<file path="src/rtl/pifo_pkg.sv">
// rtl/pifo_pkg.sv - shared ORDER constants and state encoding for the register PIFO
package pifo_pkg;

    localparam int ORDER_MIN = 0;
    localparam int ORDER_MAX = 1;

    typedef enum logic [1:0] {
        EMPTY = 2'd0,
        CALC  = 2'd1,
        READY = 2'd2
    } pifo_state_e;

endpackage

</file>
<file path="src/rtl/pifo_argsel.sv">
// rtl/pifo_argsel.sv - combinational min/max rank selector over a valid mask
// Strict comparison while scanning upward keeps the lowest (oldest) index on ties.
module pifo_argsel
    import pifo_pkg::*;
#(
    parameter int N_ENT      = 8,
    parameter int IDX_W      = 3,
    parameter int RANK_WIDTH = 16,
    parameter int ORDER      = ORDER_MIN
) (
    input  logic [RANK_WIDTH-1:0] ranks [N_ENT],
    input  logic [N_ENT-1:0]      valid,
    output logic [IDX_W-1:0]      sel_idx,
    output logic                  sel_valid
);

    logic [RANK_WIDTH-1:0] best_rank;

    function automatic logic beats(input logic [RANK_WIDTH-1:0] a,
                                   input logic [RANK_WIDTH-1:0] b);
        return (ORDER == ORDER_MAX) ? (a > b) : (a < b);
    endfunction

    always_comb begin
        sel_idx   = '0;
        sel_valid = 1'b0;
        best_rank = '0;
        for (int i = 0; i < N_ENT; i++) begin
            if (valid[i] && (!sel_valid || beats(ranks[i], best_rank))) begin
                sel_idx   = IDX_W'(i);
                sel_valid = 1'b1;
                best_rank = ranks[i];
            end
        end
    end

endmodule

</file>
<file path="src/rtl/pifo_reg_hs.sv">
// rtl/pifo_reg_hs.sv - register-array PIFO with valid/ready insert and registered head output
// Optional PIFO_REG_DROP_EN: insert side always ready; inserts arriving while full are dropped and counted.
module pifo_reg_hs
    import pifo_pkg::*;
#(
    parameter int L2_MAX_SIZE = 3,
    parameter int RANK_WIDTH  = 16,
    parameter int META_WIDTH  = 32,
    parameter int ORDER       = ORDER_MIN
) (
    input  logic                   clk,
    input  logic                   rst,
    input  logic                   ins_valid,
    output logic                   ins_ready,
    input  logic [RANK_WIDTH-1:0]  ins_rank,
    input  logic [META_WIDTH-1:0]  ins_meta,
    output logic                   deq_valid,
    input  logic                   deq_ready,
    output logic [RANK_WIDTH-1:0]  deq_rank,
    output logic [META_WIDTH-1:0]  deq_meta,
    output logic [L2_MAX_SIZE:0]   count,
    output logic                   full,
    output logic                   empty
`ifdef PIFO_REG_DROP_EN
    ,
    output logic [15:0]            drop_cnt
`endif
);

    localparam int MAX_SIZE = 2 ** L2_MAX_SIZE;
    localparam int CW       = L2_MAX_SIZE + 1;
    localparam logic [CW-1:0] MAX_CNT = CW'(MAX_SIZE);

    pifo_state_e             state_q, state_d;
    logic [CW-1:0]           count_q, count_d;
    logic [RANK_WIDTH-1:0]   rank_q [MAX_SIZE];
    logic [RANK_WIDTH-1:0]   rank_d [MAX_SIZE];
    logic [META_WIDTH-1:0]   meta_q [MAX_SIZE];
    logic [META_WIDTH-1:0]   meta_d [MAX_SIZE];
    logic [L2_MAX_SIZE-1:0]  head_q, head_d;
    logic [RANK_WIDTH-1:0]   deq_rank_q, deq_rank_d;
    logic [META_WIDTH-1:0]   deq_meta_q, deq_meta_d;

    logic [MAX_SIZE-1:0]     valid_mask;
    logic [L2_MAX_SIZE-1:0]  sel_idx;
    logic                    sel_valid;
    logic                    deq_fire;
    logic                    ins_fire;
    logic                    ins_write;
    logic [CW-1:0]           wr_idx;

`ifdef PIFO_REG_DROP_EN
    logic [15:0]             drop_cnt_q, drop_cnt_d;
    assign drop_cnt = drop_cnt_q;
`endif

    pifo_argsel #(
        .N_ENT      (MAX_SIZE),
        .IDX_W      (L2_MAX_SIZE),
        .RANK_WIDTH (RANK_WIDTH),
        .ORDER      (ORDER)
    ) u_argsel (
        .ranks     (rank_q),
        .valid     (valid_mask),
        .sel_idx   (sel_idx),
        .sel_valid (sel_valid)
    );

    always_comb begin
        full  = (count_q == MAX_CNT);
        empty = (count_q == '0);
`ifdef PIFO_REG_DROP_EN
        ins_ready = 1'b1;
`else
        ins_ready = !full;
`endif
        deq_fire  = (state_q == READY) && deq_ready;
        ins_fire  = ins_valid && ins_ready;
        // A full array still takes the insert when the head leaves in the same cycle.
        ins_write = ins_fire && (!full || deq_fire);
        wr_idx    = deq_fire ? (count_q - CW'(1)) : count_q;

        for (int i = 0; i < MAX_SIZE; i++) begin
            valid_mask[i] = (CW'(i) < count_q);
        end

        rank_d = rank_q;
        meta_d = meta_q;
        if (deq_fire) begin
            for (int i = 0; i < MAX_SIZE - 1; i++) begin
                if (i >= int'(head_q)) begin
                    rank_d[i] = rank_q[i+1];
                    meta_d[i] = meta_q[i+1];
                end
            end
        end
        if (ins_write) begin
            for (int i = 0; i < MAX_SIZE; i++) begin
                if (CW'(i) == wr_idx) begin
                    rank_d[i] = ins_rank;
                    meta_d[i] = ins_meta;
                end
            end
        end

        count_d = count_q;
        if (ins_write && !deq_fire) begin
            count_d = count_q + CW'(1);
        end else if (deq_fire && !ins_write) begin
            count_d = count_q - CW'(1);
        end

        head_d     = head_q;
        deq_rank_d = deq_rank_q;
        deq_meta_d = deq_meta_q;
        if ((state_q == CALC) && sel_valid) begin
            head_d     = sel_idx;
            deq_rank_d = rank_q[sel_idx];
            deq_meta_d = meta_q[sel_idx];
        end

`ifdef PIFO_REG_DROP_EN
        drop_cnt_d = drop_cnt_q;
        if (ins_fire && !ins_write && (drop_cnt_q != 16'hFFFF)) begin
            drop_cnt_d = drop_cnt_q + 16'd1;
        end
`endif
    end

    always_comb begin
        state_d = state_q;
        unique case (state_q)
            EMPTY: begin
                if (ins_write) state_d = CALC;
            end
            CALC: begin
                // Contents changed under the selector, so take another look.
                if (ins_write)            state_d = CALC;
                else if (count_q != '0)   state_d = READY;
                else                      state_d = EMPTY;
            end
            READY: begin
                if (ins_write || deq_fire) state_d = CALC;
            end
            default: state_d = EMPTY;
        endcase
    end

    always_ff @(posedge clk or posedge rst) begin
        if (rst) begin
            state_q    <= EMPTY;
            count_q    <= '0;
            head_q     <= '0;
            deq_rank_q <= '0;
            deq_meta_q <= '0;
            for (int i = 0; i < MAX_SIZE; i++) begin
                rank_q[i] <= '0;
                meta_q[i] <= '0;
            end
`ifdef PIFO_REG_DROP_EN
            drop_cnt_q <= '0;
`endif
        end else begin
            state_q    <= state_d;
            count_q    <= count_d;
            head_q     <= head_d;
            deq_rank_q <= deq_rank_d;
            deq_meta_q <= deq_meta_d;
            rank_q     <= rank_d;
            meta_q     <= meta_d;
`ifdef PIFO_REG_DROP_EN
            drop_cnt_q <= drop_cnt_d;
`endif
        end
    end

    assign deq_valid = (state_q == READY);
    assign deq_rank  = deq_rank_q;
    assign deq_meta  = deq_meta_q;
    assign count     = count_q;

endmodule

</file>
<file path="config.mk">
export PLATFORM = sky130hd
export DESIGN_NAME = pifo_reg_hs
export DESIGN_NICKNAME = d
export VERILOG_FILES = /design/src/rtl/pifo_pkg.sv /design/src/rtl/pifo_argsel.sv /design/src/rtl/pifo_reg_hs.sv
export SDC_FILE = /design/constraint.sdc
export NUM_CORES = 1
export LEC_CHECK = 0
export BUFFER_PORTS_ARGS = -buffer_cell sky130_fd_sc_hd__buf_4
export CAP_MARGIN = 0
export CORE_MARGIN = 1
export CORE_UTILIZATION = 42
export CTS_CLUSTER_DIAMETER = 40
export DETAILED_ROUTE_END_ITERATION = 10
export HOLD_SLACK_MARGIN = 0.02
export REMOVE_ABC_BUFFERS = 1
export SLEW_MARGIN = 20
export SYNTH_ARGS = -nofsm -noshare
export SYNTH_HDL_FRONTEND = slang
export SYNTH_SLANG_ARGS = --single-unit
</file>
<file path="constraint.sdc">
create_clock -name clk -period 18.3 [get_ports clk]
set_input_delay 0.915 -clock clk [delete_from_list [all_inputs] [get_ports clk]]
set_output_delay 0.915 -clock clk [all_outputs]
set_load 0.05 [all_outputs]
</file>
Word-level counts from Yosys, hierarchy flattened:

Index checks and enable logic that the tools add are counted.
W data, S select, Z words.

* flip-flop bits (word level): 441
* bits of input ports: 52

* add/subtract/negate cells: 2
* order comparisons: 23
* equal/unequal tests: 12
* muxes and demuxes: 70
* bitwise logic cells: 1
* reduce and logical (&&, ||, !) cells: 39

Operators with widths (count)
* $mux W32: 17
* $mux W16: 24
* $mux W256: 1
* $mux W224: 1
* $mux W128: 1
* $lt A16 B16 Y1: 7
* $mux W112: 1
* $bmux W32 S3: 1
* $bmux W16 S3: 1
* $eq A3 B4 Y1 const A: 4
* $lt A3 B4 Y1 const A: 4
* $logic_and A1 B1 Y1: 13
* $mux W2: 6
* $mux W3: 4
* $mux W4: 3
* $logic_not A1 Y1: 10
* $ge A3 B3 Y1 const A: 3
* $logic_or A1 B1 Y1: 9
* $mux W1: 9
* $eq A2 B4 Y1 const A: 2
* $logic_not A4 Y1: 2
* $lt A1 B4 Y1 const A: 2
* $lt A2 B4 Y1 const A: 2
* $ge A1 B3 Y1 const A: 2
* 16 further kinds: 18

Logic depth before layout (Yosys ltp):

* word-level depth: 34
* gate-level depth with buffers: 87
* depth with buffers taken out: 74

Hierarchy:

Synthesis repeated with hierarchy kept, for this count alone.

* cell total of the unflattened synthesis: 2384
* area, all modules: 27665.3 um^2

By module, submodules not included
* pifo_reg_hs: times used 1, cells an instance 1770, area each 22930.7 um^2, seq. area each 11035.6 um^2
* pifo_argsel: times used 1, cells an instance 614, area each 4734.5 um^2, seq. area each 0.0 um^2

Least setup slack after synthesis:

No wires, ideal clock.

* path kind: register to register
* start: reg count_q[0], in the netlist count[0]
* end: reg deq_rank_q[10], in the netlist deq_rank[10]
* arrival time: 17.376 ns
* required time: 18.174 ns
* setup slack: 0.798 ns
* stages on the path, launching flop included: 84
* clock period less this slack: 17.502 ns
* path through: dfrtp_1 -> clkbuf_1 -> inv_1 -> ha_1 -> or3b_4 -> clkbuf_1 -> clkbuf_1 -> nand2_1 -> ha_1 -> o211ai_1 -> a31oi_2 -> o31ai_2 -> clkbuf_1 -> clkbuf_1 -> a21oi_1 -> a31oi_1 -> ha_1 -> and3_1 -> [... 48 more ...] -> nand2_1 -> o21ai_0 -> ha_1 -> a21o_1 -> a21o_1 -> a21o_1 -> a21o_1 -> a21oi_1 -> nor2b_1 -> o21ai_0 -> nand3b_1 -> a211oi_1 -> nand2b_1 -> or3_1 -> clkbuf_1 -> clkbuf_1 -> a211oi_1 -> a221o_1

* longest elaborated chain between the ends: 34
* elaborated cells on any way between the ends: 63
* those cells by class: 15 x order compare; 25 x mux; 1 x bitwise; 22 x reduce/logical

RTL lines
* start: declaration: RTL line pifo_reg_hs.sv:35 `logic [CW-1:0] count_q, count_d;`
* start signal: assignment: RTL line pifo_reg_hs.sv:165 `count_q <= count_d;`
* $lt A1 B4 Y1: RTL line pifo_reg_hs.sv:84 `valid_mask[i] = (CW'(i) < count_q);`
* $mux W16 / $mux W1 (equally long branches): RTL line pifo_argsel.sv:29 `if (valid[i] && (!sel_valid || beats(ranks[i], best_rank))) begin`
* $lt A16 B16 Y1 / $logic_not A1 Y1 (equally long branches): RTL line pifo_argsel.sv:21, pifo_argsel.sv:29
* $logic_or A1 B1 Y1: RTL line pifo_argsel.sv:29
* $logic_and A1 B1 Y1: RTL line pifo_argsel.sv:29
* $mux W16 / $mux W1 (equally long branches): RTL line pifo_argsel.sv:29
* $lt A16 B16 Y1 / $logic_not A1 Y1 (equally long branches): RTL line pifo_argsel.sv:21, pifo_argsel.sv:29
* $logic_or A1 B1 Y1: RTL line pifo_argsel.sv:29
* [... 17 more ...]
* $mux W16 / $mux W1 (equally long branches): RTL line pifo_argsel.sv:29
* $lt A16 B16 Y1 / $logic_not A1 Y1 (equally long branches): RTL line pifo_argsel.sv:21, pifo_argsel.sv:29
* $logic_or A1 B1 Y1: RTL line pifo_argsel.sv:29
* $logic_and A1 B1 Y1: RTL line pifo_argsel.sv:29
* $mux W3: RTL line pifo_argsel.sv:29
* $not A3 Y4 (not written as such): RTL line pifo_reg_hs.sv:118 `deq_rank_d = rank_q[sel_idx];`
* $bmux W16 S3: RTL line pifo_reg_hs.sv:118
* $mux W16 (not written as such) (2 in a row): RTL line pifo_reg_hs.sv:118
* end signal: assignment: RTL line pifo_reg_hs.sv:167 `deq_rank_q <= deq_rank_d;`
* end: declaration: RTL line pifo_reg_hs.sv:41 `logic [RANK_WIDTH-1:0] deq_rank_q, deq_rank_d;`

Parallel ways exist; a longest one is shown, timed or not. The select of a mux whose other input is x is not followed.
A chain may end at the register's enable or synchronous reset.

Final worst setup path:

* start: reg count_q[1], in the netlist count[1]
* end: reg deq_meta_q[27], in the netlist deq_meta[27]

* longest elaborated chain between the ends: 34
* elaborated cells on any way between the ends: 63
* those cells by class: 15 x order compare; 25 x mux; 1 x bitwise; 22 x reduce/logical

RTL lines
* $lt A1 B4 Y1: RTL line pifo_reg_hs.sv:84
* $mux W16 / $mux W1 (equally long branches): RTL line pifo_argsel.sv:29
* $lt A16 B16 Y1 / $logic_not A1 Y1 (equally long branches): RTL line pifo_argsel.sv:21, pifo_argsel.sv:29
* $logic_or A1 B1 Y1: RTL line pifo_argsel.sv:29
* $logic_and A1 B1 Y1: RTL line pifo_argsel.sv:29
* $mux W16 / $mux W1 (equally long branches): RTL line pifo_argsel.sv:29
* $lt A16 B16 Y1 / $logic_not A1 Y1 (equally long branches): RTL line pifo_argsel.sv:21, pifo_argsel.sv:29
* $logic_or A1 B1 Y1: RTL line pifo_argsel.sv:29
* [... 17 more ...]
* $mux W16 / $mux W1 (equally long branches): RTL line pifo_argsel.sv:29
* $lt A16 B16 Y1 / $logic_not A1 Y1 (equally long branches): RTL line pifo_argsel.sv:21, pifo_argsel.sv:29
* $logic_or A1 B1 Y1: RTL line pifo_argsel.sv:29
* $logic_and A1 B1 Y1: RTL line pifo_argsel.sv:29
* $mux W3: RTL line pifo_argsel.sv:29
* $not A3 Y4 (not written as such): RTL line pifo_reg_hs.sv:119 `deq_meta_d = meta_q[sel_idx];`
* $bmux W32 S3: RTL line pifo_reg_hs.sv:119
* $mux W32 (not written as such) (2 in a row): RTL line pifo_reg_hs.sv:119
* end signal: assignment: RTL line pifo_reg_hs.sv:168 `deq_meta_q <= deq_meta_d;`
* end: declaration: RTL line pifo_reg_hs.sv:42 `logic [META_WIDTH-1:0] deq_meta_q, deq_meta_d;`

Parallel ways exist; a longest one is shown, timed or not. The select of a mux whose other input is x is not followed.

==> out/results.txt <==
Wire length per cell = 22.7 microns
DR WL met2 = 41,200 microns
Max clock buf depth = 3
CTS tree = built
Status = finished clean
Vias in the first global route = 22.0k
CORE AREA = 61,900 sq um
DRT met1 WL = 37,300 microns
Via density = 5.82
Hold_ws = 441 ps
Worst Tran Pin Value = 1170 ps
Cell count after synthesis = 2,882
WP data arrival = 18,130 ps
Port bufs = 107
Endpoint type of the worst setup path = flop
Max Freq = 0.0570 GHz
Critical path fanouts, max = 25
Die width = 253 microns
Share of layout cells above drive strength 1 = 0.157
Asr flop ratio synth = 1.00
Initial antenna violation count = 3
Share of the yosys chip area belonging to registers = 0.417
Die ar. = 64,000 sq um
Most common cell after layout, fill and taps aside = nand2_1
Via count = 22.1k
Post-Layout Cell Count = 3,797
Clock-pin slew on the worst setup and hold paths = 50 ps
Starting Density = 0.427
1st-iter DRT viols = 1,589
Crit path kind = flop to flop
Routed wire length on met3 = 5710 microns
Total of max-cap violations = 0
Critical Path Start Type = flop
Synth warnings = 0
Final HPWL DP = 54,000 microns
Cts bufs inserted = 85
Total wire length = 86,300 microns
Worst rel slew slack = 0.222
Nets = 3,055
Final hold vios = 0
Post-Place Cells = 3,626
Commonest register cell after synthesis = dfrtp_1
Ports = 108
Most frequent cells in the layout = 444 x nand2_1, 441 x dfrtp_1, 427 x mux2i_1
#FFs+latches synth = 441
Row Count = 91
Worst hold path class = input pin to async pin
Diode count = 0
CTS Sinks = 441
Root buffer cell = clkbuf_16
Clk_lat worst skew = 640 ps
Syn Std Cell Area = 26,500 sq um
Total GRT Usage = 0.268
Number of enable flip-flop cells after synthesis = 0
Final Cycle Share = 0.959
H-tree Lvls = 3
Cell variety after synth = 62
Final setup fails = 0
Remaining global-route overflow = 0
Max-slew violations = 0
DR top layer = met5
P&R area growth vs syn = 17.5%
CP peak stage delay = 580 ps
Die Span Y = 253 microns
Avg Inst Size Synth = 9.18 sq um
Largest net degree at the start of global routing = 156
Final setup margin = 742 ps
Clock skew = 39.6 ps
First-pass detailed-route iteration total = 8
Global-route wire length before repair = 131,000 microns
ANT nets after route = 0
Dpl ws = -307 ps
CTS Hold Bufs = 0
FILL cells = 5,675
Critical path's slowest cell = or4_1
Worst Path Required = 18,870 ps
# DRC = 0
Fin crit period = 17,560 ps
Placer Congestion = 0.900
stage by stage:
stage,cell area [sq um],setup TNS [ps],util
after global placement,27900,0,0.451
after CTS,30900,0,0.499
final,31100,0,0.502
after floorplan,25500,-136710,-
after detailed placement,27900,-10100,0.451
after global routing,31100,-111,0.502
final timing paths:
kind / slack [ps] / endpoint / depth (start not counted) / startpoint
max: 740 / deq_meta[27] / 78 / count[1]
min: 440 / meta_q[194] / 2 / rst
max reg2reg: 740 / deq_meta[27] / 78 / count[1]
min reg2reg: 510 / state_q[0] / 1 / state_q[1]
max in group asynchronous: 15500 / meta_q[44] / 4 / rst
min in group clk: 510 / state_q[0] / 1 / state_q[1]
per-layer routing:
metal,track usage,vias to the layer above
met3,0.0561,162
met4,0.0760,4
li1,-,10300
met1,0.348,10900
met2,0.447,733
met5,0,-
final cells by class:
class                      instances  area (sq um)  area share
inverter                          63           244     0.00785
sequential                       441         11000       0.355
clock inverter                    52           572      0.0184
multi-input combinational       2129         14500       0.466
tap                              837          1050      0.0337
timing repair buffer             173          1390      0.0447
clock buffer                     102          2300      0.0741
repair_timing:
item / 4_1_cts / 5_1_grt
hold endpoints to repair: 0 / 0
buffers inserted: 8 / 7
gates cloned: 1 / 1
pin swaps: 3 / 3
setup endpoints to repair: 50 / 51
resized for setup: 2 / 19
critical path, delay by kind of cell (launching register included):
kind	cells	cell delay, ps
AOI/OAI and AO/OA	31	5690
muxes	5	1480
buffers and inverters	11	2400
and+or+nand+nor	23	5020
adders and majority gates	8	2370
DFF	1	470
cells in the mapped netlist (36+ instances only):
cell type    n  area (sq um)
a21o_1      55           413
a21oi_1    183           916
a221oi_1    36           315
clkbuf_1   209           785
dfrtp_1    441         11000
ha_1       110          1380
inv_1       63           236
mux2_2      92          1040
mux2i_1    428          4280
nand2_1    449          1690
nand3_1     52           260
nor2_1     165           619
o21ai_0    332          1660
o22ai_1     36           225
flip-flops by register name (all words and copies together) (netlist names):
register,flops
count,4
rank_q,128
meta_q,256
head_q,3
deq_rank,16
state_q,2
deq_meta,32
cell families after synthesis:
group | count (synthesis) | share of synthesized area
adder cells (fa/ha/maj) | 110 | 0.0520
AO/OA/AOI/OAI | 751 | 0.167
buffers and inverters | 314 | 0.0462
multiplexers | 520 | 0.201
AND/OR/NAND/NOR | 742 | 0.115
flip-flops | 441 | 0.417
XOR/XNOR | 4 | 0.00132
Power is not shown: default switching activity piles up to over one toggle a cycle in this logic, so the estimate is an artifact.
